[config.mk]
export PLATFORM = sky130hd
export DESIGN_NAME = serial_adder_flat
export DESIGN_NICKNAME = d
export VERILOG_FILES = /design/src/rtl/serial_adder_if.sv /design/src/rtl/serial_adder.sv /design/src/flat_wrapper.sv
export SDC_FILE = /design/constraint.sdc
export NUM_CORES = 1
export LEC_CHECK = 0
export CELL_PAD_IN_SITES_DETAIL_PLACEMENT = 1
export CELL_PAD_IN_SITES_GLOBAL_PLACEMENT = 2
export CORE_UTILIZATION = 34
export DETAILED_ROUTE_END_ITERATION = 16
export PLACE_DENSITY_LB_ADDON = 0.1
export SLEW_MARGIN = 20
export SYNTH_ARGS = -nofsm -noshare
export SYNTH_HDL_FRONTEND = slang
export SYNTH_SLANG_ARGS = --single-unit
[constraint.sdc]
create_clock -name clk -period 1.9 [get_ports clk]
set_input_delay 0.57 -clock clk [delete_from_list [all_inputs] [get_ports clk]]
set_output_delay 0.57 -clock clk [all_outputs]
set_load 0.01 [all_outputs]
[src/rtl/serial_adder_if.sv]
// Handshake and operand/result bundle for serial_adder.
// ovf exists only when SERIAL_ADDER_OVF_EN is defined.
interface serial_adder_if #(
  parameter int unsigned WIDTH = 8
);
  logic             start;
  logic [WIDTH-1:0] a;
  logic [WIDTH-1:0] b;
  logic             cin;
  logic             busy;
  logic             done;
  logic [WIDTH-1:0] sum;
  logic             cout;
`ifdef SERIAL_ADDER_OVF_EN
  logic             ovf;
`endif

  modport master (
    output start, a, b, cin,
`ifdef SERIAL_ADDER_OVF_EN
    input  ovf,
`endif
    input  busy, done, sum, cout
  );

  modport slave (
    input  start, a, b, cin,
`ifdef SERIAL_ADDER_OVF_EN
    output ovf,
`endif
    output busy, done, sum, cout
  );
endinterface

[src/rtl/serial_adder.sv]
// Bit-serial adder: one full-adder cell with a registered carry, LSB first, one bit per clock.
// Optional SERIAL_ADDER_OVF_EN adds a registered two's-complement overflow flag.
module serial_adder #(
  parameter int unsigned WIDTH = 8
) (
  input  logic           clk,
  input  logic           rst_n,
  serial_adder_if.slave  bus
);
  localparam int unsigned CNT_W = $clog2(WIDTH);
  localparam logic [CNT_W-1:0] LAST = CNT_W'(WIDTH - 1);

  localparam logic [1:0] IDLE = 2'd0;
  localparam logic [1:0] RUN  = 2'd1;
  localparam logic [1:0] DONE = 2'd2;

  logic [1:0]       state_q, state_d;
  logic [WIDTH-1:0] a_sh_q, a_sh_d;
  logic [WIDTH-1:0] b_sh_q, b_sh_d;
  logic [WIDTH-1:0] res_q, res_d;
  logic             carry_q, carry_d;
  logic [CNT_W-1:0] cnt_q, cnt_d;
  logic             busy_q, busy_d;
  logic             done_q, done_d;
  logic [WIDTH-1:0] sum_q, sum_d;
  logic             cout_q, cout_d;
`ifdef SERIAL_ADDER_OVF_EN
  logic             ovf_q, ovf_d;
`endif

  // Full-adder cell on the current LSBs and the registered carry
  logic fa_sum;
  logic fa_carry;
  assign fa_sum   = a_sh_q[0] ^ b_sh_q[0] ^ carry_q;
  assign fa_carry = (a_sh_q[0] & b_sh_q[0]) | (a_sh_q[0] & carry_q) | (b_sh_q[0] & carry_q);

  always_comb begin
    state_d = state_q;
    a_sh_d  = a_sh_q;
    b_sh_d  = b_sh_q;
    res_d   = res_q;
    carry_d = carry_q;
    cnt_d   = cnt_q;
    busy_d  = busy_q;
    done_d  = 1'b0;
    sum_d   = sum_q;
    cout_d  = cout_q;
`ifdef SERIAL_ADDER_OVF_EN
    ovf_d   = ovf_q;
`endif
    case (state_q)
      IDLE: begin
        if (bus.start) begin
          a_sh_d  = bus.a;
          b_sh_d  = bus.b;
          carry_d = bus.cin;
          cnt_d   = '0;
          busy_d  = 1'b1;
          state_d = RUN;
        end
      end
      RUN: begin
        a_sh_d  = a_sh_q >> 1;
        b_sh_d  = b_sh_q >> 1;
        res_d   = {fa_sum, res_q[WIDTH-1:1]};
        carry_d = fa_carry;
        cnt_d   = cnt_q + CNT_W'(1);
        // Last bit: publish the whole result at once so partial sums never show
        if (cnt_q == LAST) begin
          sum_d   = {fa_sum, res_q[WIDTH-1:1]};
          cout_d  = fa_carry;
`ifdef SERIAL_ADDER_OVF_EN
          ovf_d   = carry_q ^ fa_carry;
`endif
          cnt_d   = '0;
          busy_d  = 1'b0;
          done_d  = 1'b1;
          state_d = DONE;
        end
      end
      DONE: begin
        state_d = IDLE;
      end
      default: begin
        state_d = IDLE;
        busy_d  = 1'b0;
      end
    endcase
  end

  always_ff @(posedge clk or negedge rst_n) begin
    if (!rst_n) begin
      state_q <= IDLE;
      a_sh_q  <= '0;
      b_sh_q  <= '0;
      res_q   <= '0;
      carry_q <= 1'b0;
      cnt_q   <= '0;
      busy_q  <= 1'b0;
      done_q  <= 1'b0;
      sum_q   <= '0;
      cout_q  <= 1'b0;
`ifdef SERIAL_ADDER_OVF_EN
      ovf_q   <= 1'b0;
`endif
    end else begin
      state_q <= state_d;
      a_sh_q  <= a_sh_d;
      b_sh_q  <= b_sh_d;
      res_q   <= res_d;
      carry_q <= carry_d;
      cnt_q   <= cnt_d;
      busy_q  <= busy_d;
      done_q  <= done_d;
      sum_q   <= sum_d;
      cout_q  <= cout_d;
`ifdef SERIAL_ADDER_OVF_EN
      ovf_q   <= ovf_d;
`endif
    end
  end

  assign bus.busy = busy_q;
  assign bus.done = done_q;
  assign bus.sum  = sum_q;
  assign bus.cout = cout_q;
`ifdef SERIAL_ADDER_OVF_EN
  assign bus.ovf  = ovf_q;
`endif
endmodule

[src/flat_wrapper.sv]
// flat-port wrapper written by rule: the top's interface ports become plain ports
module serial_adder_flat 
#(
  parameter int unsigned WIDTH = 8
)
  (clk, rst_n, bus_start, bus_a, bus_b, bus_cin, bus_busy, bus_done, bus_sum, bus_cout);
  serial_adder_if #(.WIDTH(WIDTH)) bus_i ();
  input  logic clk;
  input  logic rst_n;
  input wire logic [$bits(bus_i.start)-1:0] bus_start;
  input wire logic [$bits(bus_i.a)-1:0] bus_a;
  input wire logic [$bits(bus_i.b)-1:0] bus_b;
  input wire logic [$bits(bus_i.cin)-1:0] bus_cin;
  output wire logic [$bits(bus_i.busy)-1:0] bus_busy;
  output wire logic [$bits(bus_i.done)-1:0] bus_done;
  output wire logic [$bits(bus_i.sum)-1:0] bus_sum;
  output wire logic [$bits(bus_i.cout)-1:0] bus_cout;
  assign bus_i.start = bus_start;
  assign bus_i.a = bus_a;
  assign bus_i.b = bus_b;
  assign bus_i.cin = bus_cin;
  assign bus_busy = bus_i.busy;
  assign bus_done = bus_i.done;
  assign bus_sum = bus_i.sum;
  assign bus_cout = bus_i.cout;
  serial_adder #(.WIDTH(WIDTH)) u_core (.clk(clk), .rst_n(rst_n), .bus(bus_i));
endmodule
Word-level counts from Yosys, hierarchy flattened
Index checks and enable logic that the tools add are counted.
- flip-flop bits (word level): 41
- bits of input ports: 20
- output and inout port bits: 11
- logic and storage cells: 47
- $add $sub $neg: 1
- eq/ne operators: 5
- muxes and demuxes: 17
- bitwise logic cells: 8
- reductions and logical operators: 6
- operators by type and width (cell ; count):
    8-bit case mux with 2 select lines ; 2
    8-bit two-way mux ; 2
    3-bit two-way mux ; 2
    3-bit case mux with 2 select lines ; 1
    2-bit AND reduction ; 3
    1-bit two-way mux ; 5
    2-bit two-way mux ; 2
    2-bit case mux with 2 select lines ; 1
    3-bit by 1-bit adder with 3-bit output, second input constant ; 1
    1-bit bitwise AND ; 3
    3-bit equality test, second input constant ; 1
    1-bit case mux with 3 select lines ; 1
    3-bit AND reduction ; 1
    2-bit by 1-bit equality test with 1-bit output, second input constant ; 1
    2-bit equality test, second input constant ; 1
    2-bit logical NOT ; 1
    2-bit by 1-bit != test with 1-bit output, second input constant ; 1
    2-bit != test, second input constant ; 1
    1-bit bitwise OR ; 2
    1-bit case mux with 2 select lines ; 1
    2-bit nonzero test ; 1
    1-bit bitwise XOR ; 2
    1-bit inverter ; 1

Longest topological paths before layout
- depth in word-level cells: 4
- gate-level depth with buffers: 6
- gate-level depth less buffers: 5

Least setup slack after synthesis
No wires, ideal clock.
- path kind: register -> register
- start: register u_core.cnt_q[0]
- end: register u_core.sum_q[4] (netlist: u_core.bus.sum[4])
- arrival: 1.273 ns
- data required time: 1.775 ns
- path slack: 0.502 ns
- cell stages (with the launch flop): 6
- buffers on the path: 0
- clock period less this slack: 1.398 ns
- path through: dfrtp_1 ha_1 ha_1 nand2_8 inv_4 mux2_4
- longest elaborated chain between the ends: 2
- ends and longest elaborated chain (element ; line ; text):
    start: declaration ; serial_adder.sv:22 ; logic [CNT_W-1:0] cnt_q, cnt_d;
    start signal: assignment ; serial_adder.sv:112 ; cnt_q <= cnt_d;
    3-bit equality test ; serial_adder.sv:69 ; if (cnt_q == LAST) begin
    2-bit AND reduction (no source line) ; n/a ;
    end signal: assignment ; serial_adder.sv:115 ; sum_q <= sum_d;
    end: declaration ; serial_adder.sv:25 ; logic [WIDTH-1:0] sum_q, sum_d;
Every way passes these cells.
A chain may end at the register's enable or synchronous reset.

Worst setup path after layout
- start: register u_core.busy_q (netlist: u_core.bus.busy)
- end: output bus_busy
- RTL lines (element ; line ; text):
    start: declaration ; serial_adder.sv:23 ; logic busy_q, busy_d;
    start signal: assignment ; serial_adder.sv:113 ; busy_q <= busy_d;
    end: declaration ; flat_wrapper.sv:14 ; output wire logic [$bits(bus_i.busy)-1:0] bus_busy;
No word-level cell between the ends.

==> impl_metrics.ini <==
[grt]
grt_max_degree = 41
grt_use_met3_pct = 4.390
grt_pass1_vias = 1323
grt-ovfl-total = 0
met1_usage_pct = 19.05
grt_use_met2_pct = 28.75
grt_use_total_pct = 16.33
grt-busiest-layer = met2
grt_antenna_before_repair = 0
grt_pass1_wl_um = 6444

[placement]
place_area_sq_um = 2086
pre_cts_ws_ns = 0.07105
dp.cells = 241
place_hpwl_um = 2581
place_congestion = 0.8450
io_buffers = 30

[cts]
ctsResizeCount = 0
clkLatencyLatePin_ns = 0.29
cts_buffers = 5
cts-root-buf = clkbuf_8
cts_hold_buf = 0
cts.path.max_buffers = 2
post-cts-setup-buffers = 0
cts_max_level = 2
path_clk_slew_ns = 0.08
cts.sinks = 40
cts_tree = done

[floorplan]
die_h_um = 73.45
dieArea_sq_um = 5394
fp.coreArea_sq_um = 4817
die_width_um = 73.45
ios = 31
rows = 25
start_util_pct = 36.03

[sta]
fin_crit_sh_pct = 93.75
layout_setup_ws_ns = 0.1188
timing.fmax_mhz = 561.4
clock_skew_ns = 0.008541
relSlewSlack_pct = 66.61
slew_viol_final = 0
period_needed_ns = 1.781
hold_viol = 0
final.setup.tns_ns = 0
tightest_slew_ns = 0.5008
rsz0062_at_grt = false
finalSetupViolations = 0

[layout]
drive_gt1_share_pct = 16.48
multi_input_area_sq_um = 654.4
final_area_sq_um = 2197
nNetsFinal = 204
fill_cells = 545
layout.area.seq_sq_um = 1001
area.growth.synth_to_final_pct = 26.60
stdcell_count = 249
post-route-util_pct = 45.61
antenna_cells = 0

[synthesis]
yosys_warnings = 0
synthTopCellsByArea = dfrtp_1, mux2_4, nand2_1, o22ai_1, a21oi_1
netlist-cell-type-count = 28
syn_avg_cell_area_sq_um = 11.65
syn_inst = 149
synth_fp_nets = 172
synth_top_area_share_pct = 57.68
synth_area_sq_um = 1735
yosys_register_bits = 40
yosys.area.top_type = dfrtp_1
synth-seq-area-share_pct = 57.68

[setup_path]
path_cells = clkdlybuf4s50_1
rrSetupSlack_ns = 0.39
r2r-start = u_core.cnt_q[0]
slowest_stage = clkdlybuf4s50_1
r2r_end = u_core.bus.sum[7]
crit_fanout = 3
rr_worst_depth = 5
cp.required_ns = 1.33
critPathKind = reg -> out
max_stage_delay_ns = 0.55
path_buf_inv = 1
arrival_ns = 1.21
cp-start-kind = register
endpoint_kind = primary output
critPathTopFamily = buffers and inverters

[drt]
drc = 0
firstDrtPassIters = 4
drt_wl_total_um = 3703
wl_per_cell_um = 14.87
drt_iter0_drc = 48
dr_total_vias = 1200
via_per_inst = 4.819
ant_nets = 0

[hold_path]
hold_class = in -> async

[power_and_ir_drop]
leakage_nw = 0.9863
ir_drop_uv = 478.0
p_per_area_nw_per_um2 = 1633

[outcome]
run_status = finished, final reports clean

[job]
maxCapViolations = 0
[power breakdown]
part | total (mW) | switching [mW] | internal [mW]
registers | 1.52 | 0.269 | 1.25
clock network | 0.688 | 0.299 | 0.389
logic | 1.38 | 0.626 | 0.758
total | 3.59 | 1.19 | 2.39
[per-stage QoR]
step / power [mW] / hold WS (ns)
floorplan: 2.452 / 0.2744
finish: 3.589 / 0.3243
global placement: 2.859 / 0.4626
detailed placement: 2.941 / 0.4928
global route: 3.883 / 0.3630
CTS: 3.652 / 0.3444
[synthesized netlist by cell type]
master	count
a21boi_0	1
a21oi_1	12
a22o_1	2
a32o_1	1
buf_2	5
buf_4	1
buf_6	2
clkbuf_1	1
dfrtp_1	40
fa_1	1
ha_1	2
inv_1	4
inv_4	1
mux2_4	9
nand2_1	24
nand2_8	1
nand2b_1	2
nand3b_1	4
nor2_1	13
nor2b_1	1
nor2b_4	1
o21ai_0	2
o21ba_2	1
o21bai_1	1
o221a_2	4
o22ai_1	11
o2bb2ai_1	1
o31ai_1	1
[cell usage in the layout, fill, tap and decap left out, drive strengths merged]
cell	Yosys	routed
nor2	13	13
a21oi	12	12
o21ai	2	2
o2bb2ai	1	1
o21ba	1	1
o21bai	1	1
o22ai	11	11
clkinvlp	0	1
nand2	25	25
o221a	4	4
a22o	2	2
nand2b	2	2
clkbuf	1	5
a21boi	1	1
clkdlybuf4s50	0	29
clkinv	0	1
nand3b	4	4
bufinv	0	1
mux2	9	9
dfrtp	40	40
ha	2	2
nor2b	2	2
fa	1	1
o31ai	1	1
a32o	1	1
buf	8	5
inv	5	5
[routing by layer]
| metal | up-vias | routed length (um) |
|---|---|---|
| met5 | - | 0 |
| met4 | 0 | 22 |
| met3 | 2 | 159 |
| met2 | 23 | 1927 |
| met1 | 594 | 1595 |
| li1 | 581 | - |
[worst max-delay path by stage]
stage | from | end | slack [ns] | depth (start not counted)
5_1_grt | u_core.bus.busy | bus_busy | 0.05 | 1
2_1_floorplan | u_core.cnt_q[0] | u_core.bus.sum[4] | 0.50 | 5
4_1_cts | u_core.bus.busy | bus_busy | 0.10 | 1
3_5_place_dp | bus_start | u_core.cnt_q[0] | 0.07 | 5
6_report | u_core.bus.busy | bus_busy | 0.12 | 1
3_3_place_gp | bus_start | u_core.a_sh_q[5] | 0.15 | 3
[area by class of cell]
cell class | instances | share of cell area, %
clock buffer | 5 | 3.132
multi-input combinational | 95 | 29.78
tap | 67 | 3.815
sequential | 40 | 45.56
inverter | 5 | 0.9681
clock inverter | 3 | 1.936
timing repair buffer | 34 | 14.81
[cell families after synthesis]
family	Yosys count	synth area share, %
compound gates	37	14.56
fa+ha+maj	3	2.595
buf+inv	14	4.614
flops	40	57.68
mux	9	7.787
simple gates	46	12.76
[registers in the layout (all words and copies together), names as in the netlist]
name / cells
u_core.bus.sum: 8
u_core.bus.busy: 1
u_core.bus.cout: 1
u_core.bus.done: 1
u_core.carry_q: 1
u_core.state_q: 2
u_core.res_q: 7
u_core.a_sh_q: 8
u_core.b_sh_q: 8
u_core.cnt_q: 3
(Power assumes the default switching activity.)
